### src/rtl/keypad_scan_ctrl_if.sv
// Signal bundle between the keypad scanner and its bus wrapper / pad side.
// The master drives scan control, column pads and FIFO strobes. The slave is the scanner.
interface keypad_scan_ctrl_if;
    logic        scan_en;
    logic [15:0] settle_cycles;
    logic [3:0]  col;
    logic [3:0]  row;
    logic        irq_en;
    logic        evt_pop;
    logic        ovf_clr;
    logic [4:0]  evt_data;
    logic        evt_valid;
    logic [4:0]  evt_count;
    logic        overflow;
    logic [15:0] key_state;
    logic        key_irq;

    modport master (
        output scan_en, settle_cycles, col, irq_en, evt_pop, ovf_clr,
        input  row, evt_data, evt_valid, evt_count, overflow, key_state, key_irq
    );

    modport slave (
        input  scan_en, settle_cycles, col, irq_en, evt_pop, ovf_clr,
        output row, evt_data, evt_valid, evt_count, overflow, key_state, key_irq
    );
endinterface

### src/rtl/keypad_scan_ctrl.sv
// 4x4 keypad scanner: the row sequencer, per-key frame debounce and the press/release event FIFO.
// Each frame drives rows 0..3, then spends 16 COMMIT cycles debouncing one key per cycle.
module keypad_scan_ctrl #(
    parameter int DEB_SCANS  = 4,
    parameter int FIFO_DEPTH = 4
) (
    input  logic            HCLK,
    input  logic            HRESET,
    keypad_scan_ctrl_if.slave kp
);
    localparam int PW = $clog2(FIFO_DEPTH);

    typedef enum logic [1:0] {IDLE, DRIVE, SAMPLE, COMMIT} state_t;

    state_t      state;
    logic [1:0]  r;
    logic [3:0]  k;
    logic [15:0] settle_cnt;
    logic [15:0] settle_load;
    logic [3:0]  row;
    logic [15:0] raw;
    logic [15:0] stable;
    logic [2:0]  deb_cnt [16];

    logic        deb_diff;
    logic [3:0]  deb_next;
    logic        deb_hit;
    logic        push;
    logic [4:0]  push_data;

    logic [4:0]    mem [FIFO_DEPTH];
    logic [PW-1:0] wr_ptr;
    logic [PW-1:0] rd_ptr;
    logic [4:0]    count;
    logic          overflow;
    logic          key_irq;
    logic          full;
    logic          pop_ok;
    logic          wr_ok;

    assign settle_load = (kp.settle_cycles == 16'd0) ? 16'd1 : kp.settle_cycles;

    // Debounce decision for the key currently being committed.
    always_comb begin
        deb_diff  = raw[k] ^ stable[k];
        deb_next  = {1'b0, deb_cnt[k]} + 4'd1;
        deb_hit   = deb_diff && (deb_next == 4'(DEB_SCANS));
        push      = (state == COMMIT) && deb_hit;
        push_data = {~raw[k], k};
    end

    always_ff @(posedge HCLK) begin
        if (HRESET) begin
            state      <= IDLE;
            row        <= 4'hF;
            r          <= 2'd0;
            k          <= 4'd0;
            settle_cnt <= 16'd0;
            raw        <= 16'd0;
            stable     <= 16'd0;
            for (int i = 0; i < 16; i++) deb_cnt[i] <= 3'd0;
        end else begin
            case (state)
                IDLE: begin
                    if (kp.scan_en) begin
                        state      <= DRIVE;
                        r          <= 2'd0;
                        row        <= 4'hE;
                        settle_cnt <= settle_load;
                    end
                end
                DRIVE: begin
                    if (settle_cnt == 16'd1) state <= SAMPLE;
                    else                     settle_cnt <= settle_cnt - 16'd1;
                end
                SAMPLE: begin
                    raw[{r, 2'b00} +: 4] <= ~kp.col;
                    if (r != 2'd3) begin
                        r          <= r + 2'd1;
                        row        <= ~(4'b0001 << (r + 2'd1));
                        settle_cnt <= settle_load;
                        state      <= DRIVE;
                    end else begin
                        k     <= 4'd0;
                        row   <= 4'hF;
                        state <= COMMIT;
                    end
                end
                COMMIT: begin
                    if (!deb_diff) begin
                        deb_cnt[k] <= 3'd0;
                    end else if (deb_hit) begin
                        stable[k]  <= raw[k];
                        deb_cnt[k] <= 3'd0;
                    end else begin
                        deb_cnt[k] <= deb_next[2:0];
                    end
                    k <= k + 4'd1;
                    // scan_en is only honoured once the whole frame has been committed.
                    if (k == 4'd15) begin
                        if (kp.scan_en) begin
                            state      <= DRIVE;
                            r          <= 2'd0;
                            row        <= 4'hE;
                            settle_cnt <= settle_load;
                        end else begin
                            state <= IDLE;
                        end
                    end
                end
                default: state <= IDLE;
            endcase
        end
    end

    assign full   = (count == 5'(FIFO_DEPTH));
    assign pop_ok = kp.evt_pop && (count != 5'd0);
    assign wr_ok  = push && (!full || pop_ok);

    always_ff @(posedge HCLK) begin
        if (HRESET) begin
            wr_ptr   <= '0;
            rd_ptr   <= '0;
            count    <= 5'd0;
            overflow <= 1'b0;
            key_irq  <= 1'b0;
        end else begin
            if (wr_ok) begin
                mem[wr_ptr] <= push_data;
                wr_ptr      <= wr_ptr + 1'b1;
            end
            if (pop_ok) rd_ptr <= rd_ptr + 1'b1;
            case ({wr_ok, pop_ok})
                2'b10:   count <= count + 5'd1;
                2'b01:   count <= count - 5'd1;
                default: count <= count;
            endcase
            // A drop in the same cycle as a clear keeps the flag set.
            if (push && full && !pop_ok) overflow <= 1'b1;
            else if (kp.ovf_clr)         overflow <= 1'b0;
            key_irq <= (count != 5'd0) && kp.irq_en;
        end
    end

    assign kp.row       = row;
    assign kp.evt_valid = (count != 5'd0);
    assign kp.evt_data  = (count != 5'd0) ? mem[rd_ptr] : 5'd0;
    assign kp.evt_count = count;
    assign kp.overflow  = overflow;
    assign kp.key_state = stable;
    assign kp.key_irq   = key_irq;
endmodule

### src/flat_wrapper.sv
// flat-port wrapper written by rule: the top's interface ports become plain ports
module keypad_scan_ctrl_flat 
#(
    parameter int DEB_SCANS  = 4,
    parameter int FIFO_DEPTH = 4
)
  (HCLK, HRESET, kp_scan_en, kp_settle_cycles, kp_col, kp_irq_en, kp_evt_pop, kp_ovf_clr, kp_row, kp_evt_data, kp_evt_valid, kp_evt_count, kp_overflow, kp_key_state, kp_key_irq);
  keypad_scan_ctrl_if kp_i ();
  input  logic HCLK;
  input  logic HRESET;
  input wire logic [$bits(kp_i.scan_en)-1:0] kp_scan_en;
  input wire logic [$bits(kp_i.settle_cycles)-1:0] kp_settle_cycles;
  input wire logic [$bits(kp_i.col)-1:0] kp_col;
  input wire logic [$bits(kp_i.irq_en)-1:0] kp_irq_en;
  input wire logic [$bits(kp_i.evt_pop)-1:0] kp_evt_pop;
  input wire logic [$bits(kp_i.ovf_clr)-1:0] kp_ovf_clr;
  output wire logic [$bits(kp_i.row)-1:0] kp_row;
  output wire logic [$bits(kp_i.evt_data)-1:0] kp_evt_data;
  output wire logic [$bits(kp_i.evt_valid)-1:0] kp_evt_valid;
  output wire logic [$bits(kp_i.evt_count)-1:0] kp_evt_count;
  output wire logic [$bits(kp_i.overflow)-1:0] kp_overflow;
  output wire logic [$bits(kp_i.key_state)-1:0] kp_key_state;
  output wire logic [$bits(kp_i.key_irq)-1:0] kp_key_irq;
  assign kp_i.scan_en = kp_scan_en;
  assign kp_i.settle_cycles = kp_settle_cycles;
  assign kp_i.col = kp_col;
  assign kp_i.irq_en = kp_irq_en;
  assign kp_i.evt_pop = kp_evt_pop;
  assign kp_i.ovf_clr = kp_ovf_clr;
  assign kp_row = kp_i.row;
  assign kp_evt_data = kp_i.evt_data;
  assign kp_evt_valid = kp_i.evt_valid;
  assign kp_evt_count = kp_i.evt_count;
  assign kp_overflow = kp_i.overflow;
  assign kp_key_state = kp_i.key_state;
  assign kp_key_irq = kp_i.key_irq;
  keypad_scan_ctrl #(.DEB_SCANS(DEB_SCANS), .FIFO_DEPTH(FIFO_DEPTH)) u_core (.HCLK(HCLK), .HRESET(HRESET), .kp(kp_i));
endmodule
### config.mk
export PLATFORM = sky130hd
export DESIGN_NAME = keypad_scan_ctrl_flat
export DESIGN_NICKNAME = d
export VERILOG_FILES = /design/src/rtl/keypad_scan_ctrl_if.sv /design/src/rtl/keypad_scan_ctrl.sv /design/src/flat_wrapper.sv
export SDC_FILE = /design/constraint.sdc
export NUM_CORES = 1
export LEC_CHECK = 0
export BUFFER_PORTS_ARGS = -buffer_cell sky130_fd_sc_hd__buf_2
export CORE_ASPECT_RATIO = 0.75
export CORE_UTILIZATION = 45
export CTS_BUF_LIST = sky130_fd_sc_hd__clkbuf_8
export DETAILED_ROUTE_END_ITERATION = 16
export PLACE_DENSITY_LB_ADDON = 0.3
export SLEW_MARGIN = 20
export SYNTH_ARGS = -nofsm -noshare
export SYNTH_HDL_FRONTEND = slang
export SYNTH_SLANG_ARGS = --single-unit
export TNS_END_PERCENT = 1
### constraint.sdc
create_clock -name HCLK -period 3.3 [get_ports HCLK]
set_clock_uncertainty 0.1 [all_clocks]
set_input_delay 0.165 -clock HCLK [delete_from_list [all_inputs] [get_ports HCLK]]
set_output_delay 0.165 -clock HCLK [all_outputs]
set_load 0.03 [all_outputs]
Word level (Yosys, flattened, before mapping)
Memories as Yosys holds them, arrays and structs flattened. A register that Yosys moved wholly into a read port is not among the register bits.
Cells that the tools add are included.
{"block": "word_totals", "regBits": 71, "ram_bits": 68, "inputBits": 26, "out_inout_bits": 33, "word_cells": 137, "mem_count": 2}
{"memory": "u_core.deb_cnt", "words": 16, "width": 3, "read_ports": 1, "rd_clocked_by_memory_dff": 1, "write_ports": 16, "line_no": "keypad_scan_ctrl.sv:23", "source": "logic [2:0] deb_cnt [16];"}
{"memory": "u_core.mem", "words": 4, "width": 5, "read_ports": 1, "rd_clocked_by_memory_dff": 1, "write_ports": 1, "line_no": "keypad_scan_ctrl.sv:31", "source": "logic [4:0] mem [FIFO_DEPTH];"}
{"block": "op_classes", "n_addsub": 9, "magnitude_cmp": 2, "n_eq_ne": 16, "n_shift": 3, "muxes": 62, "bitwise_logic": 6, "reduce_logical": 25}
{"cell": "2-to-1 mux 16 bit", "count": 5}
{"cell": "one-hot mux 16 bit (4 select lines)", "count": 1}
{"cell": "bitwise mux 16 bit", "count": 2}
{"cell": "2-to-1 mux 4 bit", "count": 7}
{"cell": "2-to-1 mux 1 bit", "count": 26}
{"cell": "2-to-1 mux 2 bit", "count": 9}
{"cell": "equality test 16 x 1 -> 1 bit (second input constant)", "count": 1}
{"cell": "logical NOT 16 bit", "count": 1}
{"cell": "variable shift 4 x 6 -> 16 bit (first input constant)", "count": 1}
{"cell": "variable part select 4 x 6 -> 16 bit", "count": 1}
{"cell": "subtractor 16 x 1 -> 16 bit (second input constant)", "count": 1}
{"cell": "one-hot mux 4 bit (3 select lines)", "count": 1}
{"cell": "AND reduction 3 bit", "count": 4}
{"cell": "inequality test 2 bit (second input constant)", "count": 5}
{"cell": "one-hot mux 5 bit (2 select lines)", "count": 1}
{"cell": "2-to-1 mux 3 bit", "count": 3}
{"cell": "binary-select mux 1 bit (select 4 bit)", "count": 2}
{"cell": "logical AND 1 bit", "count": 8}
{"cell": "inverter 4 bit", "count": 2}
{"cell": "one-hot mux 2 bit (4 select lines)", "count": 1}
{"cell": "one-hot mux 4 bit (2 select lines)", "count": 1}
{"cell": "adder 2 x 1 -> 2 bit (second input constant)", "count": 3}
{"cell": "equality test 2 bit (second input constant)", "count": 3}
{"cell": "negation 4 -> 6 bit", "count": 1}
{"cell": "other kinds (26)", "count": 33}

Longest topological paths before layout
Gate-level depths: netlist of run 1.
{"block": "depth", "ltp_word": 13, "ltp_mapped": 15, "ltp_nobuf": 14}

Worst setup path after synthesis of run 1
OpenSTA, ideal clock, no wires.
{"block": "synth_timing", "path_kind": "reg-to-reg", "startpoint": "reg (tool-made name)", "endpoint": "reg u_core.count[4] (netlist: u_core.kp.evt_count[4])", "setup_time_ps": 59, "t_arrival_ps": 3472, "required_ps": 3141, "path_slack_ps": -331, "path_stages_with_launch": 16, "path_buffers": 1, "period_less_slack_ps": 3631, "path_cell_list": "dfxtp_1 > buf_6 > mux4_2 > a22oi_1 > nand3_1 > ha_1 > and2_4 > o2111ai_2 > nand2_2 > xnor2_1 > ha_1 > nor2_1 > nor2_1 > a211oi_1 > a2bb2o_1 > nand2b_1"}
{"element": "end signal, assigned", "line_no": "keypad_scan_ctrl.sv:134", "source": "2'b10: count <= count + 5'd1;"}
{"element": "end signal, assigned", "line_no": "keypad_scan_ctrl.sv:135", "source": "2'b01: count <= count - 5'd1;"}
{"element": "end signal, assigned", "line_no": "keypad_scan_ctrl.sv:136", "source": "default: count <= count;"}
{"element": "end, declared", "line_no": "keypad_scan_ctrl.sv:34", "source": "logic [4:0] count;"}

==> out/results.ini, run 1 <==
[run_status]
outcome = completed

[cells_and_area]
fin_nets = 851
regArea_um2 = 3590
insertedDiodeCount = 0
area_growth_pct = 20.4
drive_gt1_share_pct = 23.5
fillerInstances = 1314
fin_util_pct = 55.6
multi_input_area_um2 = 3340

[critical_path]
cp_common_cell = ha_4
crit_chain = buf_12 > mux4_2 > a22oi_2 > nand3_2 > ha_4 > and2_4 > o2111ai_4 > nand2_2 > xnor2_2 > ha_4 > nor2_2 > o2111ai_2 > a21oi_2 > a2bb2o_4 > nand2b_1
cp_slowest_cell = mux4_2
start_kind = flip-flop
cpPeakStageDelay_ns = 0.52
crit_required_ns = 3.59
crit_fanout = 5
worstPathArrival_ns = 3.54
path_class = flip-flop to flip-flop
setup.worst_path.end_class = flip-flop

[grt]
first_global_vias = 5451
grt_pass1_wl_um = 27500
overflow = 0
grt_antenna_before_repair = 0
track_usage_pct = 21.7
grt_max_degree = 57

[timing]
timing.fmax_ghz = 0.308
hold_viol_final = 0
slew_violations = 0
min_period_ns = 3.25
tightest_slew_ns = 0.839
slew_headroom_pct = 43.5
finalSetupViolCount = 0
holdWs_ns = 0.0346
timing.final.crit_share_pct = 98.5
rsz0062_at_grt = true

[detailed_routing]
routed-wl-met3_um = 1010
wl_um = 17100
ant_nets = 0
via_per_inst = 5.60
wl_met1_um = 7850
dr.pass1.iters = 5
drt_iter0_markers = 437
routed-wl-met2_um = 7950
wire_per_inst_um = 16.7
drc_errors = 0
routed.top_layer = met4
vias = 5713

[logic_synthesis]
yosysUniqueCellTypes = 59
synthTopCellsByArea = edfxtp_1 (29%), dfxtp_1 (22%), nor2_1 (7.7%)
synthFlopType = dfxtp_1
syn_area_um2 = 7050
yosys.area.top_type = edfxtp_1
synthCells = 706
ys_async_sr_fraction_pct = 0
synth-edff-count = 68
yosysSeqAreaShare_pct = 50.8
synth_top_cell_area_share_pct = 29.0
syn_area_per_cell_um2 = 9.99
synth_seq_cells = 145
synthesis.nets = 754
ys_warn_count = 0

[clocking]
cts_buffers = 17
clk_latency_ns = 0.44
cts_max_path_buffers = 2
cts.clk_slew.worst_paths_ns = 0.08
cts_max_level = 4
clockRootBuffer = clkbuf_8
cts_tree = built
clock_sinks = 145

[floorplan]
die_w_um = 147
core_um2 = 15300
std_cell_rows = 39
initial_utilization_pct = 46.2
die_area_um2 = 16200
io_pins = 59
die_y_um = 110

[power_and_ir_drop]
p_sw_w = 0.00153
p_comb_share_pct = 25.9
internal_power_w = 0.00313
p_leak_nw = 3.32
p_per_area_nw_per_um2 = 548
share_seq_of_total_power_pct = 45.3
p_clk_share_pct = 28.8
swShare_pct = 32.8
ir_drop_uv = 249

[min_path]
hold_class = input port to flip-flop

[placed_design]
portBuffers = 58
dp_hpwl_um = 11900
gp_congestion = 0.887

[job]
maxCapViolations = 0

sequential cells by signal, indices dropped and copies added, names as in the netlist, 2 cells and up, named ones only:
name                 cells
u_core.deb_cnt          48
u_core.mem              20
u_core.k                 4
u_core.state             2
u_core.kp.row            4
u_core.settle_cnt       16
u_core.wr_ptr            2
u_core.kp.evt_count      5
u_core.r                 2
u_core.kp.key_state     16
u_core.raw              16
u_core.rd_ptr            2
stage by stage:
step | cell area (um2) | cells | TNS [ns] | total power (W) | worst slack [ns]
after floorplan | 7120 | 706 | 0 | 0.00293 | 0.00577
after global placement | 7760 | 959 | 0 | 0.00322 | 0.110
after detailed placement | 7760 | 959 | -0.0147 | 0.00325 | -0.0147
after CTS | 8330 | 1010 | 0 | 0.00460 | 0.00782
after global routing | 8490 | 1021 | -0.320 | 0.00489 | -0.133
final | 8490 | 1021 | 0 | 0.00466 | 0.0510
cells in the mapped netlist, types with 14 or more instances:
cell type,number
mux2i_1,16
dfxtp_1,77
clkbuf_1,29
nand3_1,28
o21ai_0,27
nor2b_1,14
a22oi_1,17
inv_1,16
a21oi_1,34
nor2_1,144
nand2_1,82
mux4_2,24
edfxtp_1,68
ha_1,22
repair_timing:
| item | CTS | global route |
|---|---|---|
| pin swaps | 2 | 15 |
| hold endpoints to repair | 31 | 0 |
| setup buffers | 0 | 11 |
| setup endpoints to repair | 3 | 24 |
| gates resized for setup | 2 | 19 |
| hold buffers | 19 | 0 |
power groups by stage:
| stage | Sequential, W | Clock (W) | Combinational (W) |
|---|---|---|---|
| global placement | 0.00214 | 0 | 0.00108 |
| finish | 0.00211 | 0.00134 | 0.00121 |
| CTS | 0.00210 | 0.00137 | 0.00113 |
| global route | 0.00212 | 0.00145 | 0.00132 |
| detailed placement | 0.00214 | 0 | 0.00111 |
| floorplan | 0.00215 | 0 | 0.000771 |
layout make-up:
| class | count | area share, % |
|---|---|---|
| Sequential cell | 145 | 42.3 |
| Multi-Input combinational cell | 503 | 39.3 |
| Timing Repair Buffer | 119 | 10.2 |
| Clock buffer | 20 | 3.24 |
| Tap cell | 205 | 3.02 |
| Clock inverter | 12 | 1.24 |
| Inverter | 17 | 0.751 |
placed cells by master (no fill, tap or decap), types with 3 or more instances in the layout:
master,n
and2_1,4
dlygate4sd3_1,19
nor4_1,5
dfxtp_1,74
buf_4,36
ha_1,19
o21ai_0,27
nor2_1,142
clkbuf_8,20
buf_12,5
a211oi_1,9
o31ai_1,5
mux4_2,25
inv_1,16
clkinv_2,4
buf_2,58
nand4_1,5
edfxtp_1,68
mux2i_1,16
and3_1,4
nand3_1,27
a21oi_1,33
nand2_1,82
nand2b_1,3
a22o_1,4
a22oi_1,15
nor2b_1,14
nor3_1,10
and2_2,4
worst paths after layout:
path / startpoint / to / slack [ns] / cells past startpoint
setup / recovery: flip-flop / u_core.kp.evt_count[4] / 0.05 / 15
hold / removal: kp_settle_cycles[4] / u_core.settle_cnt[4] / 0.03 / 5
setup reg to reg: flip-flop / u_core.kp.evt_count[4] / 0.05 / 15
hold reg to reg: u_core.kp.row[0] / u_core.kp.row[0] / 0.37 / 2
layer usage:
metal | up-vias | track usage [%]
li1 | 2717 | -
met1 | 2791 | 30.9
met2 | 180 | 32.9
met3 | 25 | 5.37
met4 | 0 | 5.90
met5 | - | 0
cell families (layout without fill, tap and decap cells):
| group | after synthesis | count (layout) | synth area share [%] |
|---|---|---|---|
| AO/OA/AOI/OAI | 117 | 117 | 10.9 |
| XOR/XNOR | 5 | 5 | 0.621 |
| adder cells (fa/ha/maj) | 22 | 22 | 3.90 |
| buffers and inverters | 58 | 168 | 3.46 |
| flip-flops | 145 | 145 | 50.8 |
| multiplexers | 42 | 42 | 10.5 |
| AND/OR/NAND/NOR | 317 | 317 | 19.8 |
worst max-delay path: cells and delay by family, from the launching register on:
kind            cells  cell delay (ns)
compound gates      5             0.93
xor+xnor            1             0.18
mux                 1             0.52
simple gates        5             0.60
flops               1             0.36
fa+ha+maj           2             0.41
buf+inv             1             0.11
Note: power is estimated with default switching activity, not from simulation.
==> run 2: changes to the inputs <==
--- a/config.mk
+++ b/config.mk
@@ -5,6 +5,7 @@
 export SDC_FILE = /design/constraint.sdc
 export NUM_CORES = 1
 export LEC_CHECK = 0
+export ABC_AREA = 1
 export BUFFER_PORTS_ARGS = -buffer_cell sky130_fd_sc_hd__buf_2
 export CORE_ASPECT_RATIO = 0.75
 export CORE_UTILIZATION = 45
==> constraint.sdc (replaced) <==
create_clock -name HCLK -period 3.3 [get_ports HCLK]
set_clock_uncertainty 0.1 [all_clocks]
set_input_delay 0.66 -clock HCLK [delete_from_list [all_inputs] [get_ports HCLK]]
set_output_delay 0.66 -clock HCLK [all_outputs]
set_load 0.03 [all_outputs]
==> run 2 against run 1 <==
Effect of this change: via count is 12% higher; sequential power grew 6%; fmax is 8.7% higher; routed wire length grew 4.7%; register-to-register slack better by 0.26 ns; first-iteration DRC count is 37% higher; global-route usage rose by 0.41 points; utilization decreased by 3.5 points; clock-buffer cell count decreased by 2; area after synthesis rose by 7.1%; critical path type unchanged; worst setup slack better by 0.26 ns; final area shrank 0.53%.
==> out/results.ini, run 2 <==
[critical_path]
cp_slowest_cell = dfxtp_4
crit_chain = buf_8 > nand2_1 > nand2_1 > nand2_1 > nand3_1 > nand3_1 > nand2_2 > ha_1 > inv_1 > nand3_1 > nand3_2 > nor2_4 > nand2_4 > nand2_4 > inv_1 > ha_1 > inv_1 > o21ai_1 > inv_1 > nand3_1 > a21oi_1 > nor2_1
start_kind = flip-flop
path_class = flip-flop to flip-flop
crit_cells = 22  ; +7
crit_fanout = 17  ; +12
setup.worst_path.end_class = flip-flop
r2r_end = u_core.kp.evt_count[4]
cpPeakStageDelay_ns = 0.40  ; -0.12 ns
worstPathArrival_ns = 3.24  ; -0.30 ns
crit_family = simple AND/OR/NAND/NOR gates
crit_required_ns = 3.55  ; -0.04 ns
crit_buf_inv = 5  ; +4
r2r_slack_ns = 0.31  ; +0.26 ns
reg2reg_depth = 22  ; +7

[logic_synthesis]
syn_area_per_cell_um2 = 7.87  ; -21%
synthFlopType = dfxtp_1
yosysSeqAreaShare_pct = 47.5  ; -3.4 points
synthCells = 960  ; +36%
syn_area_um2 = 7550  ; +7.1%
synth_commonest_cells = nand2_1 (208), nor2_1 (146), inv_1 (99)
post-synth-top-count-cell = nand2_1
yosysUniqueCellTypes = 45  ; -24%
ys_async_sr_fraction_pct = 0  ; unchanged
synth_top_cell_area_share_pct = 27.0  ; -1.9 points
synthesis.nets = 1008  ; +34%
yosys.area.top_type = edfxtp_1
synthTopCellsByArea = edfxtp_1 (27%), dfxtp_1 (20%), nand2_1 (10%)
synth_seq_cells = 145  ; unchanged
ys_warn_count = 0  ; unchanged
synth-edff-count = 68  ; unchanged

[detailed_routing]
drc_errors = 0  ; unchanged
wire_per_inst_um = 14.3  ; -14%
ant_nets = 0  ; unchanged
dr.pass1.iters = 5  ; unchanged
wl_um = 17800  ; +4.7%
vias = 6426  ; +12%
via_per_inst = 5.16  ; -7.8%
drt_iter0_markers = 598  ; +37%

[cells_and_area]
largestRegisters = u_core.deb_cnt x48, u_core.mem x20
top_register = u_core.deb_cnt
final_cells = 1245  ; +22%
area_growth_pct = 11.9
fin_nets = 1070  ; +26%
insertedDiodeCount = 0  ; unchanged
drive_gt1_share_pct = 15.4  ; -8.2 points
fillerInstances = 1564  ; +19%
layout_commonest_cell = nand2_1
mostFrequentLayoutCells = nand2_1 (207), nor2_1 (146), inv_1 (100)
largest_reg_flops = 48  ; unchanged

[grt]
grt_antenna_before_repair = 0  ; unchanged
track_usage_pct = 22.1  ; +0.41 points
overflow = 0  ; unchanged
first_global_vias = 5710  ; +4.8%
grt_pass1_wl_um = 29300  ; +6.5%
grt_max_degree = 37  ; -35%

[placed_design]
dp_hpwl_um = 13100  ; +9.9%
gp_congestion = 0.873  ; -1.7%
place_inst = 1212  ; +26%
place_ws_ns = 0.0668  ; +0.0815 ns
portBuffers = 58  ; unchanged

[timing]
tightest_slew_ns = 1.09  ; +0.254 ns
slew_violations = 0  ; unchanged
setup_tns_ns = 0  ; unchanged
min_period_ns = 2.99  ; -0.260 ns
finalSetupViolCount = 0  ; unchanged
hold_viol_final = 0  ; unchanged
slew_headroom_pct = 26.8  ; -17 points
timing.final.ws_setup_ns = 0.311  ; +0.260 ns
timing.fmax_ghz = 0.335  ; +8.7%
timing.final.crit_share_pct = 90.6  ; -7.9 points

[floorplan]
core_um2 = 16200  ; +6.2%
initial_utilization_pct = 46.6  ; +0.39 points
die_area_um2 = 17300  ; +6.9%
std_cell_rows = 40  ; +2.6%
die_y_um = 114  ; +3.4%
io_pins = 59  ; unchanged
die_w_um = 152  ; +3.4%

[job]
maxCapViolations = 0  ; unchanged

[clocking]
clockRootBuffer = clkbuf_8
cts_max_level = 4  ; unchanged
cts.clk_slew.worst_paths_ns = 0.08  ; about the same
clk_latency_ns = 0.46  ; +0.02 ns
cts_tree = built
cts_buffers = 17  ; unchanged
clock_sinks = 145  ; unchanged
cts_max_path_buffers = 2  ; unchanged

[min_path]
hp-start = kp_irq_en
hold_class = input port to flip-flop
min_to = u_core.kp.key_irq
hold_depth = 3  ; -2

[power_and_ir_drop]
ir_drop_uv = 303  ; +22%
p_leak_nw = 3.53  ; +6.2%
p_per_area_nw_per_um2 = 655  ; +19%

[run_status]
outcome = completed

-- run 2: final cells by class --
class	count	area [um2]	area share, %
sequential	145	3590	42.5
multi-input combinational	668	3340	39.5
timing repair buffer	78	448	5.30
inverter	112	425	5.04
tap	210	263	3.11
clock buffer	18	248	2.93
clock inverter	14	141	1.67
-- run 2: through the flow --
stage | power [W] | hold slack (ns) | cell area (um2) | util (%)
after floorplan | 0.00371 | 0.329 | 7550 | -
after global placement | 0.00414 | 0.348 | 8040 | 49.6
after detailed placement | 0.00416 | 0.352 | 8040 | 49.6
after CTS | 0.00553 | 0.295 | 8420 | 52.0
after global routing | 0.00590 | 0.306 | 8450 | 52.1
final | 0.00553 | 0.313 | 8450 | 52.1
-- run 2: repair_timing --
action                                  in CTS  in global routing
hold buffers                                 0                  0
resized for setup                            0                  6
buffers inserted                             0                  1
endpoints found under the setup margin       0                 24
-- run 2: worst min-delay path: cells and delay by family --
| kind | cells | cell delay (ns) |
|---|---|---|
| simple gates | 1 | 0.06 |
| buf+inv | 2 | 0.13 |
-- run 2: logic make-up after synthesis --
group | synth area share, %
AO/OA/AOI/OAI | 12.0
XOR/XNOR | 0.580
adder cells (fa/ha/maj) | 3.65
buffers and inverters | 8.40
flip-flops | 47.5
AND/OR/NAND/NOR | 27.9
-- run 2: layer usage --
metal / global-route usage (%) / share of wire [%]
met5: 0 / 0
met4: 6.34 / 0.82
met3: 4.70 / 7.8
met2: 29.6 / 39
met1: 35.1 / 52
-- run 2: worst max-delay path by stage --
stage | endpoint
after floorplan | u_core.kp.evt_count[4]
after global placement | u_core.kp.evt_count[4]
after detailed placement | u_core.kp.evt_count[4]
after CTS | u_core.kp.evt_count[4]
after global routing | u_core.kp.evt_count[4]
final | u_core.kp.evt_count[4]
-- run 2: power by group --
part | total, W | internal (W) | leakage (nW) | switching [W]
combinational | 0.00191 | 0.000600 | 2.03 | 0.00131
sequential | 0.00224 | 0.00206 | 1.31 | 0.000180
clock | 0.00138 | 0.000687 | 0.188 | 0.000692
total | 0.00553 | 0.00335 | 3.53 | 0.00218
==> run 3: changes to the inputs <==
--- a/config.mk
+++ b/config.mk
@@ -9,7 +9,6 @@
 export BUFFER_PORTS_ARGS = -buffer_cell sky130_fd_sc_hd__buf_2
 export CORE_ASPECT_RATIO = 0.75
 export CORE_UTILIZATION = 45
-export CTS_BUF_LIST = sky130_fd_sc_hd__clkbuf_8
 export DETAILED_ROUTE_END_ITERATION = 16
 export PLACE_DENSITY_LB_ADDON = 0.3
 export SLEW_MARGIN = 20
==> run 3 against run 2 <==
Effect of this change: fmax is 1.2% lower; sequential power about the same; routed wire length grew 1.2%; first-iteration DRC count down 3.2%.
==> out/results.ini, run 3 (synthesis results as in run 2) <==
[run_status]
outcome = completed

[critical_path]
start_kind = flip-flop
cpPeakStageDelay_ns = 0.41  ; about the same
crit_fanout = 17  ; unchanged
crit_family = simple AND/OR/NAND/NOR gates
setup.worst_path.end_class = flip-flop
cp_slowest_cell = dfxtp_4
crit_buf_inv = 5  ; unchanged
path_class = flip-flop to flip-flop
worstPathArrival_ns = 3.24  ; about the same
crit_required_ns = 3.52  ; -0.03 ns
crit_chain = buf_8 > nand2_1 > nand2_1 > nand2_1 > nand3_1 > nand3_1 > nand2_2 > ha_1 > inv_1 > nand3_1 > nand3_2 > nor2_4 > nand2_4 > nand2_4 > inv_1 > ha_1 > inv_1 > o21ai_1 > inv_1 > nand3_1 > a21oi_1 > nor2_1

[clocking]
clockRootBuffer = clkbuf_16
cts.clk_slew.worst_paths_ns = 0.06  ; -0.02 ns
postCtsHoldBufs = 0  ; unchanged
clock_sinks = 145  ; unchanged
cts_max_path_buffers = 2  ; unchanged
cts_max_level = 4  ; unchanged
cts_tree = built
cts_buffers = 17  ; unchanged
clk_latency_ns = 0.42  ; -0.04 ns

[grt]
grt_pass1_wl_um = 29400  ; +0.33%
overflow = 0  ; unchanged
track_usage_pct = 22.2  ; +0.093 points
first_global_vias = 5791  ; +1.4%
grt_antenna_before_repair = 0  ; unchanged
grt_max_degree = 37  ; unchanged

[cells_and_area]
fillerInstances = 1539  ; -1.6%
largest_reg_flops = 48  ; unchanged
design_area_um2 = 8660  ; +2.5%
top_register = u_core.deb_cnt
layout_commonest_cell = nand2_1
fin_util_pct = 53.4  ; +1.3 points
area_growth_pct = 14.7
fin_nets = 1071  ; +0.093%
largestRegisters = u_core.deb_cnt x48, u_core.mem x20
mostFrequentLayoutCells = nand2_1 (207), nor2_1 (146), inv_1 (99)
insertedDiodeCount = 0  ; unchanged
drive_gt1_share_pct = 15.4  ; +0.082 points

[placed_design]
gp_congestion = 0.873  ; unchanged
dp_hpwl_um = 13100  ; unchanged
portBuffers = 58  ; unchanged
place_ws_ns = 0.0668  ; unchanged
dpl_cell_area_um2 = 8040  ; unchanged

[power_and_ir_drop]
p_per_area_nw_per_um2 = 699  ; +6.8%
share_seq_of_total_power_pct = 37.1  ; -3.5 points
p_leak_nw = 3.62  ; +2.5%
p_clk_share_pct = 31.2  ; +6.3 points
power_w = 0.00605  ; +9.4%
internal_power_w = 0.00380  ; +13%
p_sw_w = 0.00225  ; +3.3%
p_comb_share_pct = 31.6  ; -2.9 points
swShare_pct = 37.2  ; -2.2 points
ir_drop_uv = 476  ; +57%

[floorplan]
initial_utilization_pct = 46.6  ; unchanged
die_y_um = 114  ; unchanged
core_um2 = 16200  ; unchanged
die_area_um2 = 17300  ; unchanged
die_w_um = 152  ; unchanged
std_cell_rows = 40  ; unchanged
io_pins = 59  ; unchanged

[min_path]
hold_class = input port to flip-flop

[timing]
slew_headroom_pct = 27.7  ; +0.84 points
timing.fmax_ghz = 0.331  ; -1.2%
holdWs_ns = 0.351  ; +0.0384 ns
min_period_ns = 3.02  ; +0.0354 ns
tightest_slew_ns = 1.08  ; -0.0125 ns
finalSetupViolCount = 0  ; unchanged
slew_violations = 0  ; unchanged
timing.final.ws_setup_ns = 0.275  ; -0.0354 ns
hold_viol_final = 0  ; unchanged
timing.final.crit_share_pct = 91.7  ; +1.1 points

[job]
maxCapViolations = 0  ; unchanged

[detailed_routing]
vias = 6479  ; +0.82%
dr.pass1.iters = 7  ; +2
drt_iter0_markers = 579  ; -3.2%
wl_um = 18100  ; +1.2%
wire_per_inst_um = 14.5  ; +1.1%
drc_errors = 0  ; unchanged
via_per_inst = 5.20  ; +0.74%
ant_nets = 0  ; unchanged

==> run 3: cell types whose count changed in the layout (fill, tap and decap cells not counted), sizes merged <==
cell	before	now
buf	78	79
clkbuf	18	19
inv	115	114
==> run 3: power groups by stage <==
stage	registers, W	clock network, W	logic (W)
final	0.00225	0.00189	0.00192
after global routing	0.00228	0.00199	0.00215
after CTS	0.00225	0.00191	0.00189
after detailed placement	0.00228	0	0.00188
after global placement	0.00228	0	0.00186
after floorplan	0.00231	0	0.00140
==> run 3: worst reg2reg max path: cells and delay by family (launching register included) <==
family / cells / cell delay (ns)
fa+ha+maj: 2 / 0.48
compound gates: 2 / 0.25
flops: 1 / 0.41
simple gates: 13 / 1.23
buf+inv: 5 / 0.45
==> run 3: cell type report <==
type	instances	area, um2	share of cell area, %
repair buffers	79	468	5.40
flip-flops and latches	145	3590	41.4
clock buffers	19	443	5.11
clock inverters	13	138	1.59
inverters	112	425	4.91
well taps	210	263	3.03
multi-input cells	668	3340	38.5
==> run 3: metal layers <==
metal / GRT usage [%] / wire length, um / vias to the layer above
met5: 0 / 0 / -
met4: 5.87 / 129 / 0
li1: - / - / 3285
met3: 4.94 / 1390 / 9
met2: 30.0 / 7120 / 224
met1: 35.0 / 9430 / 2961
==> run 3: path summary, 6_finish.rpt <==
check                                    from                     end  slack, ns  depth (start not counted)
worst max-delay path                flip-flop  u_core.kp.evt_count[4]       0.28                         22
worst min-delay path                kp_irq_en       u_core.kp.key_irq       0.35                          3
worst max register to register      flip-flop  u_core.kp.evt_count[4]       0.28                         22
worst min register to register  u_core.raw[1]           u_core.raw[1]       0.36                          2
==> run 3: metrics by stage <==
| step | instances | setup TNS (ns) |
|---|---|---|
| after floorplan | 960 | 0 |
| after global placement | 1212 | 0 |
| after detailed placement | 1212 | 0 |
| after CTS | 1244 | 0 |
| after global routing | 1246 | -0.00212 |
| final | 1246 | 0 |
==> run 3: what timing repair did <==
action | in CTS | in global routing
setup buffers | 0 | 2
endpoints found under the setup margin | 0 | 23
gates resized for setup | 0 | 6
